[src/rtl/psk_pkg.sv]
// Shared constants, state encoding and LFSR helpers for the PSK transmit sequencer.
package psk_pkg;

    localparam logic [5:0] WAVE_SIN  = 6'b000001;
    localparam logic [5:0] WAVE_COS  = 6'b000010;
    localparam logic [5:0] WAVE_LFM  = 6'b000100;
    localparam logic [5:0] WAVE_BPSK = 6'b001000;
    localparam logic [5:0] WAVE_QPSK = 6'b010000;
    localparam logic [5:0] WAVE_NLFM = 6'b100000;

    localparam logic [3:0] MODE_CW = 4'd1;

    localparam logic [12:0] BARKER13  = 13'b1111100110101;
    localparam logic [6:0]  LFSR_SEED = 7'h7F;
    // x^7 + x^6 + 1: feedback from the two oldest stages
    localparam logic [6:0]  LFSR_TAPS = 7'b1100000;

    typedef enum logic [1:0] {IDLE, ON, OFF} state_t;

    function automatic logic lfsr_fb(input logic [6:0] s);
        return ^(s & LFSR_TAPS);
    endfunction

    function automatic logic [6:0] lfsr_step(input logic [6:0] s);
        return {s[5:0], lfsr_fb(s)};
    endfunction

endpackage

[src/rtl/psk_phase_gen_if.sv]
// Modulation interface between the phase sequencer (master) and the DDS accumulator (slave).
interface psk_phase_gen_if #(
    parameter int ADDR_W = 23
);
    logic              judge;
    logic              T_cnt_flag;
    logic              T_cnt;
    logic [ADDR_W-1:0] rom_addr_bpsk;
    logic [ADDR_W-1:0] rom_addr_qpsk;

    modport master (output judge, T_cnt_flag, T_cnt, rom_addr_bpsk, rom_addr_qpsk);
    modport slave  (input  judge, T_cnt_flag, T_cnt, rom_addr_bpsk, rom_addr_qpsk);
endinterface

[src/rtl/psk_code_src.sv]
// Chip timer plus Barker-13 / PRBS7 code state, mapped to registered phase offsets.
module psk_code_src
    import psk_pkg::*;
#(
    parameter int ADDR_W = 23,
    parameter int CHIP_W = 16
) (
    input  logic              sys_clk,
    input  logic              sys_rst_n,
    input  logic              restart,
    input  logic              enable,
    input  logic              bpsk_sel,
    input  logic              qpsk_sel,
    input  logic [CHIP_W-1:0] chip_len,
    output logic [ADDR_W-1:0] rom_addr_bpsk,
    output logic [ADDR_W-1:0] rom_addr_qpsk
);

    logic [CHIP_W-1:0] chip_cnt, cnt_n, chip_last;
    logic [3:0]        bark_idx, idx_n;
    logic [6:0]        lfsr, lfsr_n;
    logic              chip_bit;
    logic [1:0]        dibit;

    always_comb begin
        chip_last = (chip_len == '0) ? '0 : chip_len - CHIP_W'(1);
        cnt_n     = chip_cnt;
        idx_n     = bark_idx;
        lfsr_n    = lfsr;
        if (restart || !(bpsk_sel || qpsk_sel)) begin
            cnt_n  = '0;
            idx_n  = '0;
            lfsr_n = LFSR_SEED;
        end else if (enable) begin
            if (chip_cnt == chip_last) begin
                cnt_n  = '0;
                idx_n  = (bark_idx == 4'd12) ? 4'd0 : bark_idx + 4'd1;
                lfsr_n = lfsr_step(lfsr_step(lfsr));
            end else begin
                cnt_n = chip_cnt + CHIP_W'(1);
            end
        end
        // Phase registers load from the next code state, so a new chip shows one clock after terminal count
        chip_bit = BARKER13[4'd12 - idx_n];
        dibit    = {lfsr_fb(lfsr_n), lfsr_fb(lfsr_step(lfsr_n))};
    end

    always_ff @(posedge sys_clk or negedge sys_rst_n) begin
        if (!sys_rst_n) begin
            chip_cnt      <= '0;
            bark_idx      <= '0;
            lfsr          <= LFSR_SEED;
            rom_addr_bpsk <= '0;
            rom_addr_qpsk <= '0;
        end else begin
            chip_cnt      <= cnt_n;
            bark_idx      <= idx_n;
            lfsr          <= lfsr_n;
            rom_addr_bpsk <= bpsk_sel ? {~chip_bit, {(ADDR_W-1){1'b0}}} : '0;
            // Gray: 00->0, 01->pi/2, 11->pi, 10->3pi/2
            rom_addr_qpsk <= qpsk_sel ? {dibit[1], ^dibit, {(ADDR_W-2){1'b0}}} : '0;
        end
    end

endmodule

[src/rtl/psk_phase_gen.sv]
// Transmit sequencer: parameter change detect, PRI on/off gating and chip code generation.
module psk_phase_gen
    import psk_pkg::*;
#(
    parameter int ADDR_W = 23,
    parameter int CHIP_W = 16,
    parameter int PRD_W  = 24
) (
    input  logic              sys_clk,
    input  logic              sys_rst_n,
    input  logic [5:0]        wave_sel,
    input  logic [3:0]        mode_sel,
    input  logic [CHIP_W-1:0] chip_len,
    input  logic [PRD_W-1:0]  pulse_period,
    input  logic [PRD_W-1:0]  pulse_width,
    psk_phase_gen_if.master   mod_if
);

    localparam int PAR_W = 6 + 4 + CHIP_W + 2 * PRD_W;

    logic [PAR_W-1:0] params_live, shadow;
    state_t           state, state_n;
    logic [PRD_W-1:0] prd_cnt, prd_n;
    logic             changed, pulsed, on_last, wrap, flag_n, tcnt_n;

    // Live inputs equal the shadow except on the change edge, where the new set must take effect
    always_comb begin
        params_live = {wave_sel, mode_sel, chip_len, pulse_period, pulse_width};
        changed     = (params_live != shadow);
        pulsed      = (mode_sel != MODE_CW) && (pulse_width < pulse_period);
        on_last     = (pulse_width == '0) ? (prd_cnt == '0)
                                          : (prd_cnt == pulse_width - PRD_W'(1));
        wrap        = (state != IDLE) && (prd_cnt == pulse_period - PRD_W'(1));
        state_n     = state;
        prd_n       = prd_cnt;
        flag_n      = 1'b0;
        tcnt_n      = 1'b0;
        if (changed) begin
            state_n = (pulse_period == '0) ? IDLE : ON;
            prd_n   = '0;
        end else begin
            flag_n = (state != IDLE) && (prd_cnt == '0);
            tcnt_n = (state == OFF);
            if (state != IDLE) begin
                if (wrap) begin
                    prd_n   = '0;
                    state_n = ON;
                end else begin
                    prd_n = prd_cnt + PRD_W'(1);
                    if (state == ON && pulsed && on_last)
                        state_n = OFF;
                end
            end
        end
    end

    always_ff @(posedge sys_clk or negedge sys_rst_n) begin
        if (!sys_rst_n) begin
            shadow            <= '0;
            state             <= IDLE;
            prd_cnt           <= '0;
            mod_if.judge      <= 1'b0;
            mod_if.T_cnt_flag <= 1'b0;
            mod_if.T_cnt      <= 1'b0;
        end else begin
            shadow            <= params_live;
            state             <= state_n;
            prd_cnt           <= prd_n;
            mod_if.judge      <= changed;
            mod_if.T_cnt_flag <= flag_n;
            mod_if.T_cnt      <= tcnt_n;
        end
    end

    psk_code_src #(
        .ADDR_W (ADDR_W),
        .CHIP_W (CHIP_W)
    ) u_code_src (
        .sys_clk       (sys_clk),
        .sys_rst_n     (sys_rst_n),
        .restart       (changed || wrap),
        .enable        (state == ON),
        .bpsk_sel      (wave_sel == WAVE_BPSK),
        .qpsk_sel      (wave_sel == WAVE_QPSK),
        .chip_len      (chip_len),
        .rom_addr_bpsk (mod_if.rom_addr_bpsk),
        .rom_addr_qpsk (mod_if.rom_addr_qpsk)
    );

endmodule
[src/flat_wrapper.sv]
// flat-port wrapper written by rule: the top's interface ports become plain ports
module psk_phase_gen_flat import psk_pkg::*;
#(
    parameter int ADDR_W = 23,
    parameter int CHIP_W = 16,
    parameter int PRD_W  = 24
)
  (sys_clk, sys_rst_n, wave_sel, mode_sel, chip_len, pulse_period, pulse_width, mod_if_judge, mod_if_T_cnt_flag, mod_if_T_cnt, mod_if_rom_addr_bpsk, mod_if_rom_addr_qpsk);
  psk_phase_gen_if #(.ADDR_W(ADDR_W)) mod_if_i ();
  input  logic sys_clk;
  input  logic sys_rst_n;
  input  logic [5:0] wave_sel;
  input  logic [3:0] mode_sel;
  input  logic [CHIP_W-1:0] chip_len;
  input  logic [PRD_W-1:0] pulse_period;
  input  logic [PRD_W-1:0] pulse_width;
  output wire logic [$bits(mod_if_i.judge)-1:0] mod_if_judge;
  output wire logic [$bits(mod_if_i.T_cnt_flag)-1:0] mod_if_T_cnt_flag;
  output wire logic [$bits(mod_if_i.T_cnt)-1:0] mod_if_T_cnt;
  output wire logic [$bits(mod_if_i.rom_addr_bpsk)-1:0] mod_if_rom_addr_bpsk;
  output wire logic [$bits(mod_if_i.rom_addr_qpsk)-1:0] mod_if_rom_addr_qpsk;
  assign mod_if_judge = mod_if_i.judge;
  assign mod_if_T_cnt_flag = mod_if_i.T_cnt_flag;
  assign mod_if_T_cnt = mod_if_i.T_cnt;
  assign mod_if_rom_addr_bpsk = mod_if_i.rom_addr_bpsk;
  assign mod_if_rom_addr_qpsk = mod_if_i.rom_addr_qpsk;
  psk_phase_gen #(.ADDR_W(ADDR_W), .CHIP_W(CHIP_W), .PRD_W(PRD_W)) u_core (.sys_clk(sys_clk), .sys_rst_n(sys_rst_n), .wave_sel(wave_sel), .mode_sel(mode_sel), .chip_len(chip_len), .pulse_period(pulse_period), .pulse_width(pulse_width), .mod_if(mod_if_i));
endmodule
[config.mk]
export PLATFORM = sky130hd
export DESIGN_NAME = psk_phase_gen_flat
export DESIGN_NICKNAME = d
export VERILOG_FILES = /design/src/rtl/psk_pkg.sv /design/src/rtl/psk_phase_gen_if.sv /design/src/rtl/psk_code_src.sv /design/src/rtl/psk_phase_gen.sv /design/src/flat_wrapper.sv
export SDC_FILE = /design/constraint.sdc
export NUM_CORES = 1
export LEC_CHECK = 0
export CORE_MARGIN = 2
export CORE_UTILIZATION = 55
export DETAILED_ROUTE_END_ITERATION = 12
export HOLD_SLACK_MARGIN = 0.06
export PLACE_DENSITY_LB_ADDON = 0.25
export SLEW_MARGIN = 30
export SYNTH_ARGS = -nofsm -noshare
export SYNTH_HDL_FRONTEND = slang
export SYNTH_HIERARCHICAL = 1
export SYNTH_SLANG_ARGS = --single-unit
[constraint.sdc]
create_clock -name sys_clk -period 7.28 [get_ports sys_clk]
set_input_delay 1.82 -clock sys_clk [delete_from_list [all_inputs] [get_ports sys_clk]]
set_output_delay 1.82 -clock sys_clk [all_outputs]
set_load 0.01 [all_outputs]
* Yosys cells after proc, flatten, opt, wreduce, memory -nomap -nowiden
Memories as Yosys holds them, arrays and structs flattened. Cells that the tools add are included. W data, S select, Z words.
Storage, ports and cells: memory bits (read-only) 16, memories kept 1, bits in registers 176, logic and storage cells 83
Memories:
- (name not given) | depth 16, bits a word 1, rd ports 1, clocked after memory_dff 0, write ports 0, line psk_code_src.sv:44 | chip_bit = BARKER13[4'd12 - idx_n];
Operators by class: reduce and logical (&&, ||, !) cells 25, magnitude comparators 2, bitwise gates (word level) 1, equal/unequal tests 10, add/subtract/negate cells 7, muxes and demuxes 25
Operators with widths (number):
- $ne A74 B74 Y1 | 1
- $logic_not A24 Y1 | 3
- $mux W24 | 3
- $mux W16 | 4
- $eq A24 B24 Y1 | 2
- $sub A24 B1 Y24 const B | 2
- $mux W23 | 2
- $reduce_xor A7 Y1 | 4
- $add A24 B1 Y24 const B | 1
- $lt A24 B24 Y1 | 1
- $mux W7 | 3
- $add A16 B1 Y16 const B | 1
- $eq A16 B16 Y1 | 1
- $logic_not A16 Y1 | 1
- $mux W4 | 4
- $sub A16 B1 Y16 const B | 1
- $mux W2 | 4
- $reduce_bool A2 Y1 | 4
- $eq A6 B4 Y1 const B | 1
- $eq A6 B5 Y1 const B | 1
- $logic_and A1 B1 Y1 | 5
- $lt A4 B5 Y1 const B | 1
- $mux W1 | 5
- $add A4 B1 Y4 const B | 1
- other kinds (11) | 14

* Longest topological paths before layout
depth after elaboration 11, mapped depth 19, gate-level depth less buffers 17

* Cells and area by module
The synthesis kept the hierarchy.
Modules (own cells, without submodules):
- psk_phase_gen | instances 1, cells an instance 702, area an instance 6656.4 sq um, seq. area each 2577.5 sq um
- psk_code_src | instances 1, cells an instance 371, area an instance 3002.9 sq um, seq. area each 759.5 sq um

* Least setup slack after synthesis
OpenSTA, ideal clock, no wires.
path type input-to-reg, start input port pulse_period[9], end register u_core.u_code_src.rom_addr_bpsk[22], setup slack 1674 ps, data arrival time 5502 ps, cell stages on the path 17, cell sequence buf_2 > or4_4 > nor3_2 > nand2b_1 > o311a_1 > or4_1 > a2111o_1 > nand2_2 > buf_6 > or2_2 > clkbuf_1 > a21oi_1 > inv_1 > ha_1 > a211oi_1 > or3b_1 > a221oi_1
Between the ends: longest elaborated chain between the ends 11, elaborated cells on any way between the ends 12, those cells by class 2 x add/sub; 2 x eq/ne; 3 x mux; 1 x bitwise; 3 x reduce/logical; 1 x memory
Ends and longest elaborated chain:
- start: declaration | line flat_wrapper.sv:15 | input logic [PRD_W-1:0] pulse_period;
- $sub A24 B1 Y24 | line psk_phase_gen.sv:33 | wrap = (state != IDLE) && (prd_cnt == pulse_period - PRD_W'(1));
- $eq A24 B24 Y1 | line psk_phase_gen.sv:33
- $logic_and A1 B1 Y1 | line psk_phase_gen.sv:33
- $logic_or A1 B1 Y1 * | line psk_phase_gen.sv:81 | .restart (changed || wrap),
- $logic_or A1 B1 Y1 * | line psk_code_src.sv:30 | if (restart || !(bpsk_sel || qpsk_sel)) begin
- $mux W4 * | line psk_code_src.sv:30
- net u_core.u_code_src.idx_n[0] | line psk_code_src.sv:20 | logic [3:0] bark_idx, idx_n;
- $sub A4 B4 Y4 * | line psk_code_src.sv:44
- $mem_v2 Z16 W1 *
- $mux W1 (implied by the code) * | line psk_code_src.sv:44
- $not A1 Y1 * | line psk_code_src.sv:59 | rom_addr_bpsk <= bpsk_sel ? {~chip_bit, {(ADDR_W-1){1'b0}}} : '0;
- $mux W23 * | line psk_code_src.sv:59
- end signal: assignment | line psk_code_src.sv:59
- end: declaration | line psk_code_src.sv:15 | output logic [ADDR_W-1:0] rom_addr_bpsk,
Mark *: on every way through the listed nets, which the timed path passes. The rest lies on a longest branch. The select of a mux whose other input is x is not followed. A chain may end at the register's enable or synchronous reset.

* Worst setup path after layout
start input port pulse_period[2], end register u_core.u_code_src.rom_addr_bpsk[22]
Between the ends: longest elaborated chain between the ends 11, elaborated cells on any way between the ends 12, those cells by class 2 x add/sub; 2 x eq/ne; 3 x mux; 1 x bitwise; 3 x reduce/logical; 1 x memory
Ends and longest elaborated chain (line):
- $sub A24 B1 Y24 | psk_phase_gen.sv:33
- $eq A24 B24 Y1 | psk_phase_gen.sv:33
- $logic_and A1 B1 Y1 | psk_phase_gen.sv:33
- $logic_or A1 B1 Y1 * | psk_phase_gen.sv:81
- $logic_or A1 B1 Y1 * | psk_code_src.sv:30
- $mux W4 * | psk_code_src.sv:30
- $sub A4 B4 Y4 * | psk_code_src.sv:44
- $mem_v2 Z16 W1 *
- $mux W1 (implied by the code) * | psk_code_src.sv:44
- $not A1 Y1 * | psk_code_src.sv:59
- $mux W23 * | psk_code_src.sv:59
Every way passes the cells marked *; elsewhere a longest branch is shown, timed or not. The select of a mux whose other input is x is not followed.

==> results.md <==
Run status:
- The flow ran to the end, and the final reports show no timing, DRC or antenna violations.

Layout:
- The post-route netlist has 7.491% of its cells at a drive strength greater than 1.
- The number of nets in the final layout is 1,243.
- Relative to the synthesized area, the layout overhead comes to 14.22%.
- The final-layout fill cell count is 1,487.
- Cells fill 64.01% of the core in the end.
- The total area of multi-input combinational cells is 0.005689 mm².
- In the final layout, flip-flops and latches occupy 0.003337 mm².

Timing:
- The share of the clock period used by the worst path is 81.82%.
- Based on the critical path, the design can be clocked at up to 167.9 MHz.
- The normalized max-slew margin is 41.95%.
- Setup repair after global routing left no endpoint under its margin.
- Final hold analysis gives a worst-case slack of 535.6 ps.
- The post-route setup TNS is 0 ps.
- The final-report hold violation count came to 0.
- The slew of the pin with the lowest slew margin is 867.5 ps.
- The final setup skew is 11.09 ps.
- The number of failing setup endpoints in the final timing report is 0.
- After layout, the minimum clock period comes to 5957 ps.
- The number of max-slew violations in the final report is 0.

Floorplanning:
- The die is 136.5 µm wide.
- The starting density of the core is 56.04%.
- The floorplan has 48 rows.
- For this design the top-level I/O count stands at 125.
- The full die area is 0.01864 mm².
- The core region is 0.01724 mm².
- The vertical extent of the die is 136.5 µm.

Worst setup path:
- The cell family contributing the most delay on the critical path is simple AND/OR/NAND/NOR gates.
- The launch instance of the worst register-to-register path is u_core/prd_cnt[15].
- The slowest stage cell on the critical path is nor2_1.
- The maximum single-stage delay on the critical path is 690 ps.
- The path depth of the worst reg2reg path is 14.
- The nature of the critical path startpoint is a primary input.
- The highest net fanout along the worst path is 14.
- For the worst setup path, the data arrival time is 6280 ps.
- The type of the worst setup path is in2reg.
- Tracing the worst setup path back leads to its startpoint at pulse_period[2].
- The endpoint identified for the worst register-to-register timing path is u_core/u_code_src/rom_addr_bpsk[22].
- Across all register-to-register paths, the minimum setup slack is 3220 ps.
- The type of destination of the critical path is a flop.
- Traced cell by cell, the critical path runs through clkdlybuf4s50_1, nor3_2, nand3_1, nor4_1, o21ai_0, or3b_2, a2111o_1, nand2_2, nor2_1, nand2b_1, ha_1, inv_1, a311oi_1, or3b_1, a221oi_1.
- The count of buffer and inverter cells on the critical path is 2.
- The worst path required time is 7600 ps.

Route:
- After detailed routing, the average wire length per cell comes to 20.46 µm.
- The routed layout has 8,482 vias.
- After detailed routing, the number of remaining DRC violations is 0.
- The number of antenna-violating nets in the routed design is 0.
- After detailed routing, the number of vias per cell comes to 6.173.
- In this run, the number of DRC markers left after iteration 0 of detailed routing was 863.
- For this block, the routed nets add up to 28,110 µm of wire.
- The number of search-and-repair iterations in the first detailed-routing pass is 6.

Min path:
- The worst min-delay path startpoint is u_core/state[0].
- The instance count along the most critical hold path is 1.
- For hold timing, the worst endpoint is u_core/mod_if.T_cnt.
- The min-delay analysis places its worst path in the category reg2reg.

Global route:
- The leftover overflow at the end of global routing is 0.
- The number of antenna violations at the first check in global routing is 0.
- The combined global-route utilization of all metal layers is 30.99%.
- The via count of the first global-routing pass is 7,660.
- Entering global routing, the biggest net connects 83 pins.
- The global-route track usage on met3 is 5.704%.
- The first-pass GRT wire length is 43,410 µm.
- The most used routing layer in global routing is met1.
- The global-route track usage on met2 is 44.72%.
- Global routing consumed, on the met1 layer, 47.19% of the routing resources.

Clock network:
- The clock tree buffer depth is 2.
- The number of clock sinks is 133.
- TritonCTS built the clock tree.
- In this run, CTS created clock tree buffers numbering 17.
- The clock transition at the registers of the reported paths is 60 ps.
- The post-cts hold buffer count is 0.
- The deepest level of the CTS H-tree is 4.
- The root buffer cell is clkbuf_16.
- Once the clock tree was built, the setup fixing pass inserted 0 buffers.
- The clock latency on the worst-skew pair is 430 ps.
- After clock tree synthesis, the repair step resized 0 gates.

Place:
- The placer congestion estimate is 0.9665.
- The count of buffers inserted at the top-level ports is 81.
- The wire-length estimate of the detail-placed layout is 21,210 µm.

Synth:
- The post-synthesis instance area is 0.009659 mm².
- The parity-gate share of the synthesized area counting xor and xnor cells is 15.17%.
- The number of synthesized flops with an enable pin is 0.
- The combinational family with the most area after synthesis is simple AND/OR/NAND/NOR gates.
- The count of different cell masters after synthesis is 85.
- The most instantiated flip-flop cell in the synthesis netlist is dfrtp_1.
- Of the total synthesized cell area, the portion taken by full adders, half adders and majority gates is 4.145%.
- The post-synthesis async set-or-reset flop share is 100.0%.
- The largest area contributor in the netlist is dfrtp_1.
- Ranked by total cell area, the synthesized netlist is headed by dfrtp_1 33%, xnor2_1 11%, ha_1 4.1%, xor2_1 3.7%, buf_4 3.4%.
- The count of state elements after synthesis is 133.
- The compound-gate portion of the synthesized area is 11.68%.
- The commonest cells after synthesis are 126 x dfrtp_1, 121 x xnor2_1, 76 x nor2_1.
- Averaged over all synthesized cells, the footprint is 9.002 µm².
- The sequential-to-total area share from yosys stat is 34.55%.
- After Yosys synthesis, and, or, nand and nor cells account for 24.29% of the synthesized area.
- The synthesized netlist cell count is 1,073.
- The library cell with the highest instance count after synthesis is dfrtp_1.
- The share of cell area taken by muxes after synthesis is 1.943%.
- The count of synthesis-stage warnings from yosys is 6.
- The area fraction of the dominant cell type after synthesis is 32.64%.

Power and ir drop:
- The overall power of the completed layout is 1.880 mW.
- The leakage dissipation is 4.325 nW.
- The worst-case vdd ir drop is 165.4 µV.
- The power density of the placed cells is 170.4 mW/mm².

Run:
- The number of maximum-capacitance constraint violations is 0.
==> placed cells by master (no fill, tap or decap), types with 7 or more instances in the layout <==
master | netlist | final
dfrtp_1 | 126 | 126
xnor2_1 | 121 | 121
clkdlybuf4s50_1 | 0 | 80
nor2_1 | 76 | 76
inv_1 | 62 | 62
nand2_1 | 51 | 51
conb_1 | 1 | 43
nand4_1 | 42 | 42
xor2_1 | 41 | 41
nand3_1 | 38 | 38
a21oi_1 | 36 | 36
o21ai_0 | 33 | 33
ha_1 | 32 | 32
nor3_1 | 30 | 30
nor4_1 | 24 | 24
or3_1 | 21 | 21
clkbuf_16 | 0 | 17
mux2i_1 | 15 | 15
buf_4 | 44 | 15
nand2b_1 | 14 | 14
and3_1 | 12 | 12
or4_1 | 12 | 12
nand3b_1 | 11 | 11
nor3b_1 | 10 | 10
a21o_1 | 10 | 10
a41oi_1 | 9 | 9
o31ai_1 | 9 | 9
a211oi_1 | 8 | 8
nor2b_1 | 7 | 7
dfstp_2 | 7 | 7
==> kinds of logic after synthesis <==
logic type | Yosys count
flops | 133
xor+xnor | 164
buf+inv | 157
other cells | 1
simple gates | 402
mux | 18
fa+ha+maj | 32
compound gates | 166
==> registers in the layout (all words and copies together) (netlist names), 2 cells and up <==
name                             count
u_core/prd_cnt                      24
u_core/shadow                       74
u_core/u_code_src/lfsr               7
u_core/u_code_src/bark_idx           4
u_core/u_code_src/chip_cnt          16
u_core/state                         2
u_core/u_code_src/rom_addr_qpsk      2
==> layer usage <==
metal  routed length (µm)  vias up
met1                12640     4081
li1                     -     3889
met4                  569        0
met3                 2711       47
met5                    0        -
met2                12190      465
==> stage by stage <==
step | cells | cell area [µm²] | worst slack [ps]
global placement | 1341 | 10470 | 1077
CTS | 1373 | 11030 | 1421
global route | 1373 | 11030 | 855.6
finish | 1374 | 11030 | 1323
detailed placement | 1341 | 10470 | 986.6
floorplan | 1115 | 9817 | 1674
==> how the worst max path moves through the flow <==
stage                                          end  cells past startpoint
6_report       u_core/u_code_src/rom_addr_bpsk[22]                     15
5_1_grt        u_core/u_code_src/rom_addr_bpsk[22]                     15
4_1_cts        u_core/u_code_src/rom_addr_bpsk[22]                     15
3_5_place_dp   u_core/u_code_src/rom_addr_bpsk[22]                     15
3_3_place_gp   u_core/u_code_src/rom_addr_bpsk[22]                     15
2_1_floorplan  u_core/u_code_src/rom_addr_bpsk[22]                     17
==> power by group <==
group          total, mW  leakage, nW  internal, mW  switching (mW)
Combinational      0.279         2.41         0.114           0.165
Clock              0.830        0.267         0.483           0.347
Sequential         0.770         1.65         0.761         0.00946
Total               1.88         4.32          1.36           0.522
==> cell type report <==
cell class / count / area share [%]
Antenna cell: 1 / 0.02268
Multi-Input combinational cell: 825 / 51.56
Timing Repair Buffer: 96 / 8.381
Tap cell: 225 / 2.552
Clock inverter: 13 / 1.111
Inverter: 62 / 2.109
Sequential cell: 133 / 30.24
Clock buffer: 19 / 4.015
Power figures use the tool's default switching activity.
